$ cat config.mk
export PLATFORM = sky130hd
export DESIGN_NAME = svc_axi_resp_delay
export DESIGN_NICKNAME = d
export VERILOG_FILES = /design/src/rtl/svc_axi_resp_delay.sv
export SDC_FILE = /design/constraint.sdc
export NUM_CORES = 1
export LEC_CHECK = 0
export ABC_AREA = 0
export CORE_AREA = 2 2 272 274
export DETAILED_ROUTE_END_ITERATION = 12
export DIE_AREA = 0 0 274 276
export SETUP_SLACK_MARGIN = 0.3
export SYNTH_ARGS = -nofsm -noshare
export SYNTH_HDL_FRONTEND = slang
export SYNTH_SLANG_ARGS = --single-unit
$ cat constraint.sdc
create_clock -name clk -period 7.7 [get_ports clk]
set_clock_uncertainty 0.15 [all_clocks]
set_input_delay 0.77 -clock clk [delete_from_list [all_inputs] [get_ports clk]]
set_output_delay 0.77 -clock clk [all_outputs]
set_load 0.005 [all_outputs]
$ cat src/rtl/svc_axi_resp_delay.sv
// AXI4 response-latency injector: AW/W/AR pass straight through, R and B are
// re-timed through one-entry holding registers with a per-beat extra wait.
module svc_axi_resp_delay #(
  parameter int AXI_ADDR_WIDTH = 12,
  parameter int AXI_DATA_WIDTH = 128,
  parameter int AXI_ID_WIDTH   = 2,
  parameter int DELAY_WIDTH    = 2
) (
  input  logic                          clk,
  input  logic                          rst,
  input  logic [DELAY_WIDTH-1:0]        rd_delay,
  input  logic [DELAY_WIDTH-1:0]        wr_delay,
  // upstream AW/W/AR
  input  logic                          s_axi_awvalid,
  input  logic [AXI_ID_WIDTH-1:0]       s_axi_awid,
  input  logic [AXI_ADDR_WIDTH-1:0]     s_axi_awaddr,
  input  logic [7:0]                    s_axi_awlen,
  input  logic [2:0]                    s_axi_awsize,
  input  logic [1:0]                    s_axi_awburst,
  output logic                          s_axi_awready,
  input  logic                          s_axi_wvalid,
  input  logic [AXI_DATA_WIDTH-1:0]     s_axi_wdata,
  input  logic [AXI_DATA_WIDTH/8-1:0]   s_axi_wstrb,
  input  logic                          s_axi_wlast,
  output logic                          s_axi_wready,
  input  logic                          s_axi_arvalid,
  input  logic [AXI_ID_WIDTH-1:0]       s_axi_arid,
  input  logic [AXI_ADDR_WIDTH-1:0]     s_axi_araddr,
  input  logic [7:0]                    s_axi_arlen,
  input  logic [2:0]                    s_axi_arsize,
  input  logic [1:0]                    s_axi_arburst,
  output logic                          s_axi_arready,
  // upstream R/B
  output logic                          s_axi_rvalid,
  output logic [AXI_ID_WIDTH-1:0]       s_axi_rid,
  output logic [AXI_DATA_WIDTH-1:0]     s_axi_rdata,
  output logic [1:0]                    s_axi_rresp,
  output logic                          s_axi_rlast,
  input  logic                          s_axi_rready,
  output logic                          s_axi_bvalid,
  output logic [AXI_ID_WIDTH-1:0]       s_axi_bid,
  output logic [1:0]                    s_axi_bresp,
  input  logic                          s_axi_bready,
  // memory AW/W/AR
  output logic                          m_axi_awvalid,
  output logic [AXI_ID_WIDTH-1:0]       m_axi_awid,
  output logic [AXI_ADDR_WIDTH-1:0]     m_axi_awaddr,
  output logic [7:0]                    m_axi_awlen,
  output logic [2:0]                    m_axi_awsize,
  output logic [1:0]                    m_axi_awburst,
  input  logic                          m_axi_awready,
  output logic                          m_axi_wvalid,
  output logic [AXI_DATA_WIDTH-1:0]     m_axi_wdata,
  output logic [AXI_DATA_WIDTH/8-1:0]   m_axi_wstrb,
  output logic                          m_axi_wlast,
  input  logic                          m_axi_wready,
  output logic                          m_axi_arvalid,
  output logic [AXI_ID_WIDTH-1:0]       m_axi_arid,
  output logic [AXI_ADDR_WIDTH-1:0]     m_axi_araddr,
  output logic [7:0]                    m_axi_arlen,
  output logic [2:0]                    m_axi_arsize,
  output logic [1:0]                    m_axi_arburst,
  input  logic                          m_axi_arready,
  // memory R/B
  input  logic                          m_axi_rvalid,
  input  logic [AXI_ID_WIDTH-1:0]       m_axi_rid,
  input  logic [AXI_DATA_WIDTH-1:0]     m_axi_rdata,
  input  logic [1:0]                    m_axi_rresp,
  input  logic                          m_axi_rlast,
  output logic                          m_axi_rready,
  input  logic                          m_axi_bvalid,
  input  logic [AXI_ID_WIDTH-1:0]       m_axi_bid,
  input  logic [1:0]                    m_axi_bresp,
  output logic                          m_axi_bready,
  output logic                          rd_busy,
  output logic                          wr_busy
);

  localparam int RPW = AXI_ID_WIDTH + AXI_DATA_WIDTH + 3;
  localparam int BPW = AXI_ID_WIDTH + 2;

  typedef enum logic [1:0] {
    ST_EMPTY   = 2'd0,
    ST_WAIT    = 2'd1,
    ST_PRESENT = 2'd2
  } state_t;

  assign m_axi_awvalid = s_axi_awvalid;
  assign m_axi_awid    = s_axi_awid;
  assign m_axi_awaddr  = s_axi_awaddr;
  assign m_axi_awlen   = s_axi_awlen;
  assign m_axi_awsize  = s_axi_awsize;
  assign m_axi_awburst = s_axi_awburst;
  assign s_axi_awready = m_axi_awready;
  assign m_axi_wvalid  = s_axi_wvalid;
  assign m_axi_wdata   = s_axi_wdata;
  assign m_axi_wstrb   = s_axi_wstrb;
  assign m_axi_wlast   = s_axi_wlast;
  assign s_axi_wready  = m_axi_wready;
  assign m_axi_arvalid = s_axi_arvalid;
  assign m_axi_arid    = s_axi_arid;
  assign m_axi_araddr  = s_axi_araddr;
  assign m_axi_arlen   = s_axi_arlen;
  assign m_axi_arsize  = s_axi_arsize;
  assign m_axi_arburst = s_axi_arburst;
  assign s_axi_arready = m_axi_arready;

  // Handshake rule for both engines: a beat moves on a side only in a cycle
  // where that side's valid and ready are both high; valid never waits on ready.

  // ---------------- R engine ----------------
  state_t                 r_rd_st;
  logic [DELAY_WIDTH-1:0] r_rd_cnt;
  logic [RPW-1:0]         r_rd_payload;
  logic                   w_rd_accept;

  assign m_axi_rready = (r_rd_st == ST_EMPTY) || ((r_rd_st == ST_PRESENT) && s_axi_rready);
  assign w_rd_accept  = m_axi_rvalid && m_axi_rready;
  assign s_axi_rvalid = (r_rd_st == ST_PRESENT);
  assign rd_busy      = (r_rd_st != ST_EMPTY);
  assign {s_axi_rid, s_axi_rdata, s_axi_rresp, s_axi_rlast} = r_rd_payload;

  always_ff @(posedge clk or posedge rst) begin
    if (rst) begin
      r_rd_st  <= ST_EMPTY;
      r_rd_cnt <= '0;
    end else begin
      case (r_rd_st)
        ST_EMPTY: begin
          if (w_rd_accept) begin
            r_rd_cnt <= rd_delay;
            r_rd_st  <= (rd_delay == '0) ? ST_PRESENT : ST_WAIT;
          end
        end
        ST_WAIT: begin
          r_rd_cnt <= r_rd_cnt - 1'b1;
          if (r_rd_cnt == DELAY_WIDTH'(1)) r_rd_st <= ST_PRESENT;
        end
        ST_PRESENT: begin
          // An accept here implies the upstream handshake in the same cycle.
          if (w_rd_accept) begin
            r_rd_cnt <= rd_delay;
            r_rd_st  <= (rd_delay == '0) ? ST_PRESENT : ST_WAIT;
          end else if (s_axi_rready) begin
            r_rd_st  <= ST_EMPTY;
          end
        end
        default: begin
          r_rd_st  <= ST_EMPTY;
          r_rd_cnt <= '0;
        end
      endcase
    end
  end

  always_ff @(posedge clk) begin
    if (w_rd_accept) r_rd_payload <= {m_axi_rid, m_axi_rdata, m_axi_rresp, m_axi_rlast};
  end

  // ---------------- B engine ----------------
  state_t                 r_wr_st;
  logic [DELAY_WIDTH-1:0] r_wr_cnt;
  logic [BPW-1:0]         r_wr_payload;
  logic                   w_wr_accept;

  assign m_axi_bready = (r_wr_st == ST_EMPTY) || ((r_wr_st == ST_PRESENT) && s_axi_bready);
  assign w_wr_accept  = m_axi_bvalid && m_axi_bready;
  assign s_axi_bvalid = (r_wr_st == ST_PRESENT);
  assign wr_busy      = (r_wr_st != ST_EMPTY);
  assign {s_axi_bid, s_axi_bresp} = r_wr_payload;

  always_ff @(posedge clk or posedge rst) begin
    if (rst) begin
      r_wr_st  <= ST_EMPTY;
      r_wr_cnt <= '0;
    end else begin
      case (r_wr_st)
        ST_EMPTY: begin
          if (w_wr_accept) begin
            r_wr_cnt <= wr_delay;
            r_wr_st  <= (wr_delay == '0) ? ST_PRESENT : ST_WAIT;
          end
        end
        ST_WAIT: begin
          r_wr_cnt <= r_wr_cnt - 1'b1;
          if (r_wr_cnt == DELAY_WIDTH'(1)) r_wr_st <= ST_PRESENT;
        end
        ST_PRESENT: begin
          if (w_wr_accept) begin
            r_wr_cnt <= wr_delay;
            r_wr_st  <= (wr_delay == '0) ? ST_PRESENT : ST_WAIT;
          end else if (s_axi_bready) begin
            r_wr_st  <= ST_EMPTY;
          end
        end
        default: begin
          r_wr_st  <= ST_EMPTY;
          r_wr_cnt <= '0;
        end
      endcase
    end
  end

  always_ff @(posedge clk) begin
    if (w_wr_accept) r_wr_payload <= {m_axi_bid, m_axi_bresp};
  end

`ifdef FORMAL
  localparam int MAXW = (1 << DELAY_WIDTH) - 1;

  a_r_stable: assert property (@(posedge clk) disable iff (rst)
    s_axi_rvalid && !s_axi_rready |=> s_axi_rvalid && $stable(r_rd_payload));
  a_b_stable: assert property (@(posedge clk) disable iff (rst)
    s_axi_bvalid && !s_axi_bready |=> s_axi_bvalid && $stable(r_wr_payload));
  a_r_cnt: assert property (@(posedge clk) disable iff (rst)
    r_rd_st != ST_WAIT |-> r_rd_cnt == '0);
  a_b_cnt: assert property (@(posedge clk) disable iff (rst)
    r_wr_st != ST_WAIT |-> r_wr_cnt == '0);
  a_r_wait: assert property (@(posedge clk) disable iff (rst)
    r_rd_st == ST_WAIT |-> ##[1:MAXW] r_rd_st != ST_WAIT);
  a_b_wait: assert property (@(posedge clk) disable iff (rst)
    r_wr_st == ST_WAIT |-> ##[1:MAXW] r_wr_st != ST_WAIT);
`endif

endmodule

[After elaboration in Yosys (flattened, before gate mapping)]
Cells that the tools add are included.
Operators by class
  $add $sub $neg: 2
  eq/ne operators: 14
  multiplexer cells: 16
  reductions and logical operators: 16
Operator list (number)
  $mux 2: 12
  $pmux 2 s3: 2
  $eq 2x1->1 const B: 4
  $logic_not 2->1: 4
  $ne 2x2->1 const B: 4
  $pmux 2 s2: 2
  $ne 3x1->1 const B: 2
  $reduce_and 3->1: 2
  $eq 2x2->1 const B: 2
  $logic_and 1x1->1: 4
  $ne 2x1->1 const B: 2
  $reduce_bool 2->1: 2
  $reduce_or 2->1: 2
  $sub 2x1->2 const B: 2
  $logic_or 1x1->1: 2
Word-level totals
  register bits after elaboration: 145
  output and inout bits: 348
  word-level logic and storage cells: 54

[Depth between registers and ports, before layout]
Gate-level depths: netlist of the first run.
  word-level depth: 6
  mapped depth: 4

[Worst setup path after synthesis of the first run]
No wires, ideal clock.
  path kind: input-to-reg
  start: input port s_axi_rready
  end: register r_rd_payload[0], enable pin
  arrival time: 6.497 ns
  slack: 0.427 ns
  stages on the path: 3
  path through: nand2b_1 -> nand2_1 -> nor2_1
On the way
  cells in the longest elaborated chain, start to end: 3
Ends and longest elaborated chain
  from (decl): RTL line 39  | input logic s_axi_rready,
  $logic_and 1x1->1: RTL line 117  | assign m_axi_rready = (r_rd_st == ST_EMPTY) || ((r_rd_st == ST_PRESENT) && s_axi_rready);
  $logic_or 1x1->1: RTL line 117
  $logic_and 1x1->1: RTL line 118  | assign w_rd_accept = m_axi_rvalid && m_axi_rready;
  to (signal assigned): RTL line 157  | if (w_rd_accept) r_rd_payload <= {m_axi_rid, m_axi_rdata, m_axi_rresp, m_axi_rlast};
  to (decl): RTL line 114  | logic [RPW-1:0] r_rd_payload;
No other way between the ends.
A chain may end at the register's enable or synchronous reset.

[Worst setup path in the final report of the first run]
  start: input port s_axi_rready
  end: register r_rd_payload[96], enable pin
Same word-level chain as after synthesis.

==> impl_metrics.ini, run 1 <==
[worst_setup_path]
end_kind = flop
crit_type = in2reg
critPathMaxFanout = 92
cp-start-kind = input port
r2r_cells = 5
arrival_ns = 3.11
critical_path_required_ns = 7.59

[clocking]
cts_sinks = 145
cts_tree = done
clockBufferDepth = 2
htreeDepth = 4
cts-root-buf = clkbuf_16
post_cts_resized = 0
cts_setup_buffers = 0
cts_hold_buf = 0
path_clk_slew_ns = 0.07
cts_buffers = 17
clk_latency_ns = 0.42

[yosys]
synth_seq_cells = 145
synth_area_um2 = 6180
yosysTopAreaCell = edfxtp_1
synth_top_area_share_pct = 66.6
yosysUniqueCellTypes = 27
yosys_warnings = 0
synth_area_leaders = edfxtp_1 (67%), buf_4 (25%), dfrtp_1 (3.2%)
synth_fp_nets = 756
netlist_instances = 402
ys_seq_area_share_pct = 69.8
avgSynthCellArea_um2 = 15.4

[global_route]
grt_pass1_vias = 3791
grt_max_degree = 93
antenna_found_initial = 4
grt-ovfl-total = 0
grt_pass1_wl_um = 36500
groute.usage.overall_pct = 7.29

[floorplan]
start_util_pct = 8.51
pin_count = 700
rows = 99
dieArea_um2 = 75600
die_w_um = 274
die_y_um = 276
core_um2 = 72600

[power]
ir_drop_mv = 0.202
power_density_nw_per_um2 = 275
leakagePower_nw = 2.93

[layout]
nets = 860
area_delta_synth_final_pct = 50.6
fin_util_pct = 12.8
n_fill_cell = 8138
final_layout_size_suffix_gt1_share_pct = 8.09

[timing]
setup_viol = 0
fin_setup_tns_ns = 0
rsz0062_at_grt = false
finalHoldViolations = 0
maxSlewViolCount = 0
tightestPinTransition_ns = 1.14
slew_headroom_pct = 24.1
min_period_over_period_pct = 41.8
post-route-min-period_ns = 3.22
fmax_mhz = 311

[placed_design]
port-buffer-count = 289
gp_congestion = 0.710
dp_hpwl_um = 25000

[route]
drt_iter0_drc = 230
dr_total_vias = 3540
wl_per_cell_um = 19.8
routed_wl_um = 29400
remaining_drc_errors = 0
ant_nets = 0
drt-vias-per-instance = 2.39
dr.pass1.iters = 4

[min_path]
worstHoldPathCells = 2
hold_class = reg2reg

[job]
cap_violations = 0

[run_status]
status = completed
[path summary, 6_finish.rpt]
path	slack [ns]	endpoint	start
max reg2reg	4.90	r_rd_payload[96]	r_rd_st[1]
min	0.41	r_wr_cnt[1]	r_wr_cnt[1]
min in group asynchronous	0.51	r_wr_st[0]	rst
max in group asynchronous	6.59	r_rd_st[1]	rst
min reg2reg	0.41	r_wr_cnt[1]	r_wr_cnt[1]
max	4.48	r_rd_payload[96]	s_axi_rready
[sequential cells by signal, summed over array words and instances (netlist names)]
signal        count
r_rd_cnt          2
r_wr_cnt          2
r_rd_payload    133
r_wr_st           2
r_wr_payload      4
r_rd_st           2
[layout by cell type, fill, tap and decap left out, types with 4 or more instances in the layout]
master           instances
inv_1                    8
dfrtp_1                  8
edfxtp_1               137
inv_6                    5
nand2b_1                 5
clkbuf_16               17
clkinvlp_4               6
nor2_1                   5
a21oi_1                  4
clkdlybuf4s50_1        289
[area by class of cell]
| cell class | count | area [um^2] | area share [%] |
|---|---|---|---|
| antenna | 3 | 7.51 | 0.0807 |
| clock buffer | 17 | 425 | 4.57 |
| clock inverter | 15 | 124 | 1.33 |
| inverter | 9 | 33.8 | 0.363 |
| multi-input combinational | 42 | 295 | 3.17 |
| sequential | 145 | 4310 | 46.4 |
| tap | 959 | 1200 | 12.9 |
| timing repair buffer | 291 | 2910 | 31.2 |
[critical path, cell delays in order]
cell and delay, ns:
clkdlybuf4s50_1 0.47, nand2b_1 0.14, nand2_1 0.14, nor2_4 0.10, buf_4 0.47, buf_4 0.93
[cell usage after synthesis]
library cell / count
or2_2: 1
dfrtp_1: 8
a31oi_1: 2
inv_1: 8
buf_2: 1
edfxtp_1: 137
and2b_1: 1
o211ai_2: 1
nand2_1: 2
and2b_2: 1
nor2b_1: 2
ha_1: 2
o21ai_1: 3
nand2b_1: 5
o22ai_1: 1
a41oi_1: 1
nor3b_1: 1
o221ai_1: 1
inv_2: 1
nor2_1: 6
nand3_1: 3
nand4_1: 1
a21oi_1: 4
o21ai_2: 1
a22oi_2: 1
buf_4: 205
o32ai_2: 2
[per-stage QoR]
| stage | setup WS, ns | total power [mW] | std cells | hold slack [ns] | instance area, um^2 |
|---|---|---|---|---|---|
| after floorplan | 0.427 | 1.44 | 402 | 0.357 | 6180 |
| after global placement | 4.09 | 1.80 | 1446 | 0.385 | 8750 |
| after detailed placement | 4.01 | 1.82 | 1446 | 0.398 | 8750 |
| after CTS | 4.47 | 2.61 | 1478 | 0.408 | 9300 |
| after global routing | 4.29 | 2.68 | 1478 | 0.431 | 9300 |
| final | 4.48 | 2.56 | 1481 | 0.411 | 9310 |
[logic make-up (layout without fill, tap and decap cells)]
| logic type | Yosys count | in the layout | share of synthesized area (%) |
|---|---|---|---|
| AOI/OAI and AO/OA | 17 | 17 | 2.23 |
| and+or+nand+nor | 23 | 23 | 2.02 |
| adders and majority gates | 2 | 2 | 0.405 |
| DFF | 145 | 145 | 69.8 |
| buffers and inverters | 215 | 332 | 25.5 |
| other | 0 | 3 | 0 |
[layer usage]
metal / part of all wire, % / global-route usage (%)
met5: 0.089 / 0.321
met4: 4.9 / 3.58
met3: 15 / 4.12
met2: 54 / 14.4
met1: 26 / 5.38
[where the power goes]
group	total (mW)	leakage, nW	switching [mW]	internal, mW
Clock	0.774	0.251	0.354	0.420
Sequential	1.17	1.39	0.0859	1.08
Combinational	0.616	1.29	0.263	0.353
(Power assumes the default switching activity.)
==> inputs of run 2 (changes only) <==
Clock period 7.7 ns to 3.2 ns, I/O delays scaled along.
==> impl_metrics.ini, run 2 (synthesized netlist as in run 1, its figures left out) <==
[run_status]
status = completed

[placed_design]
place_area_um2 = 8790
dp_hpwl_um = 25700
gp_congestion = 0.715
port-buffer-count = 289
dp_slack_ns = 0.831

[layout]
top_register = r_rd_payload
final_layout_size_suffix_gt1_share_pct = 8.83
reg.largest.list = r_rd_payload (133), r_wr_payload (4)
nets = 862
largest_reg_flops = 133
layout_commonest_cell = clkdlybuf4s50_1
final_cell_area_um2 = 9390
layout_common_cells = clkdlybuf4s50_1 (289), edfxtp_1 (137), clkbuf_16 (17)
area_delta_synth_final_pct = 51.9
n_fill_cell = 8092

[timing]
slew_headroom_pct = 65.5
min_period_over_period_pct = 70.9
tightestPinTransition_ns = 0.516
setup_slack_ns = 0.933
maxSlewViolCount = 0
rsz0062_at_grt = false
finalHoldViolations = 0
post-route-min-period_ns = 2.27
setup_viol = 0
fin_setup_tns_ns = 0
fmax_mhz = 441

[global_route]
groute.usage.overall_pct = 7.47
grt-ovfl-total = 0
grt_max_degree = 48
grt_pass1_wl_um = 37000
antenna_found_initial = 15
grt_pass1_vias = 3802

[route]
dr.pass1.iters = 4
ant_nets = 0
dr_total_vias = 3529
drt_iter0_drc = 162
drt-vias-per-instance = 2.38
remaining_drc_errors = 0
routed_wl_um = 29800
wl_per_cell_um = 20.1

[job]
cap_violations = 0

[power]
comb_power_share_pct = 23.8
p_int_mw = 4.58
leakagePower_nw = 2.98
switching_share_pct = 27.2
power_density_nw_per_um2 = 670
netSwitchingPower_mw = 1.71
p_seq_share_pct = 44.1
pwr-share-clk_pct = 32.1
ir_drop_mv = 0.319

[worst_setup_path]
slowest_stage = clkdlybuf4s50_1
critPathMaxFanout = 11
crit_type = reg2out
critPathBufInv = 1
r2r_setup_slack_ns = 1.22
end_kind = output pin
critical_path_required_ns = 2.73
crit_family = buffers and inverters
crit_chain = nor2b_1 -> clkdlybuf4s50_1
crit_path_max_incr_delay_ns = 0.67
arrival_ns = 1.80
cp-start-kind = flop

[clocking]
cts_setup_buffers = 0
cts-root-buf = clkbuf_16
clk_latency_ns = 0.42
clockBufferDepth = 2
path_clk_slew_ns = 0.07
htreeDepth = 4
cts_buffers = 17
post_cts_resized = 0
cts_hold_buf = 0
cts_sinks = 145
cts_tree = done

[min_path]
hold_class = in2async

[floorplan]
start_util_pct = 8.51
die_y_um = 276
core_um2 = 72600
dieArea_um2 = 75600
die_w_um = 274
rows = 99
pin_count = 700
==> run 2: area by class of cell <==
class | count | area (um^2) | area share (%)
multi-input combinational | 42 | 298 | 3.17
clock inverter | 15 | 165 | 1.76
timing repair buffer | 293 | 2950 | 31.4
tap | 959 | 1200 | 12.8
clock buffer | 17 | 425 | 4.53
inverter | 9 | 33.8 | 0.360
antenna | 2 | 5.00 | 0.0533
sequential | 145 | 4310 | 45.9
==> run 2: worst paths after layout <==
check | start | to | cells after the start
setup / recovery | r_rd_st[0] | s_axi_rvalid | 2
min in group clk | m_axi_rdata[6] | r_rd_payload[9] | 1
max in group asynchronous | rst | r_rd_st[1] | 2
hold / removal | rst | r_wr_cnt[0] | 2
hold reg to reg | r_rd_cnt[0] | r_rd_cnt[0] | 1
setup reg to reg | r_rd_st[1] | r_rd_payload[58] | 4
==> run 2: power by group through the flow <==
| stage | clock (mW) | combinational [mW] | sequential [mW] |
|---|---|---|---|
| 3_3_place_gp | 0 | 1.51 | 2.81 |
| 6_report | 2.02 | 1.50 | 2.77 |
| 3_5_place_dp | 0 | 1.53 | 2.81 |
| 2_1_floorplan | 0 | 0.600 | 2.81 |
| 4_1_cts | 2.09 | 1.54 | 2.78 |
| 5_1_grt | 2.16 | 1.62 | 2.81 |
==> run 2: per-stage QoR <==
step | instances | util [%] | power, mW | hold slack, ns
after detailed placement | 1448 | 12.1 | 4.34 | 0.399
after global routing | 1480 | 12.9 | 6.59 | 0.0892
after CTS | 1480 | 12.9 | 6.41 | 0.0536
final | 1482 | 12.9 | 6.29 | 0.0454
after global placement | 1448 | 12.1 | 4.31 | 0.380
after floorplan | 402 | - | 3.41 | -0.0143
==> run 2: worst reg2reg max path, cell delays in order, from the launching register on <==
cell and delay (ns):
dfrtp_1 0.43, nand2b_1 0.14, nand2_2 0.10, nor2_4 0.44, buf_4 0.40
==> run 2: layer usage <==
metal | GRT usage (%) | share of wire (%) | vias to the layer above
met5 | 0 | 0.17 | -
met4 | 2.94 | 3.1 | 8
met3 | 4.82 | 16 | 117
met2 | 15.2 | 56 | 452
met1 | 5.11 | 25 | 1554
li1 | - | - | 1398
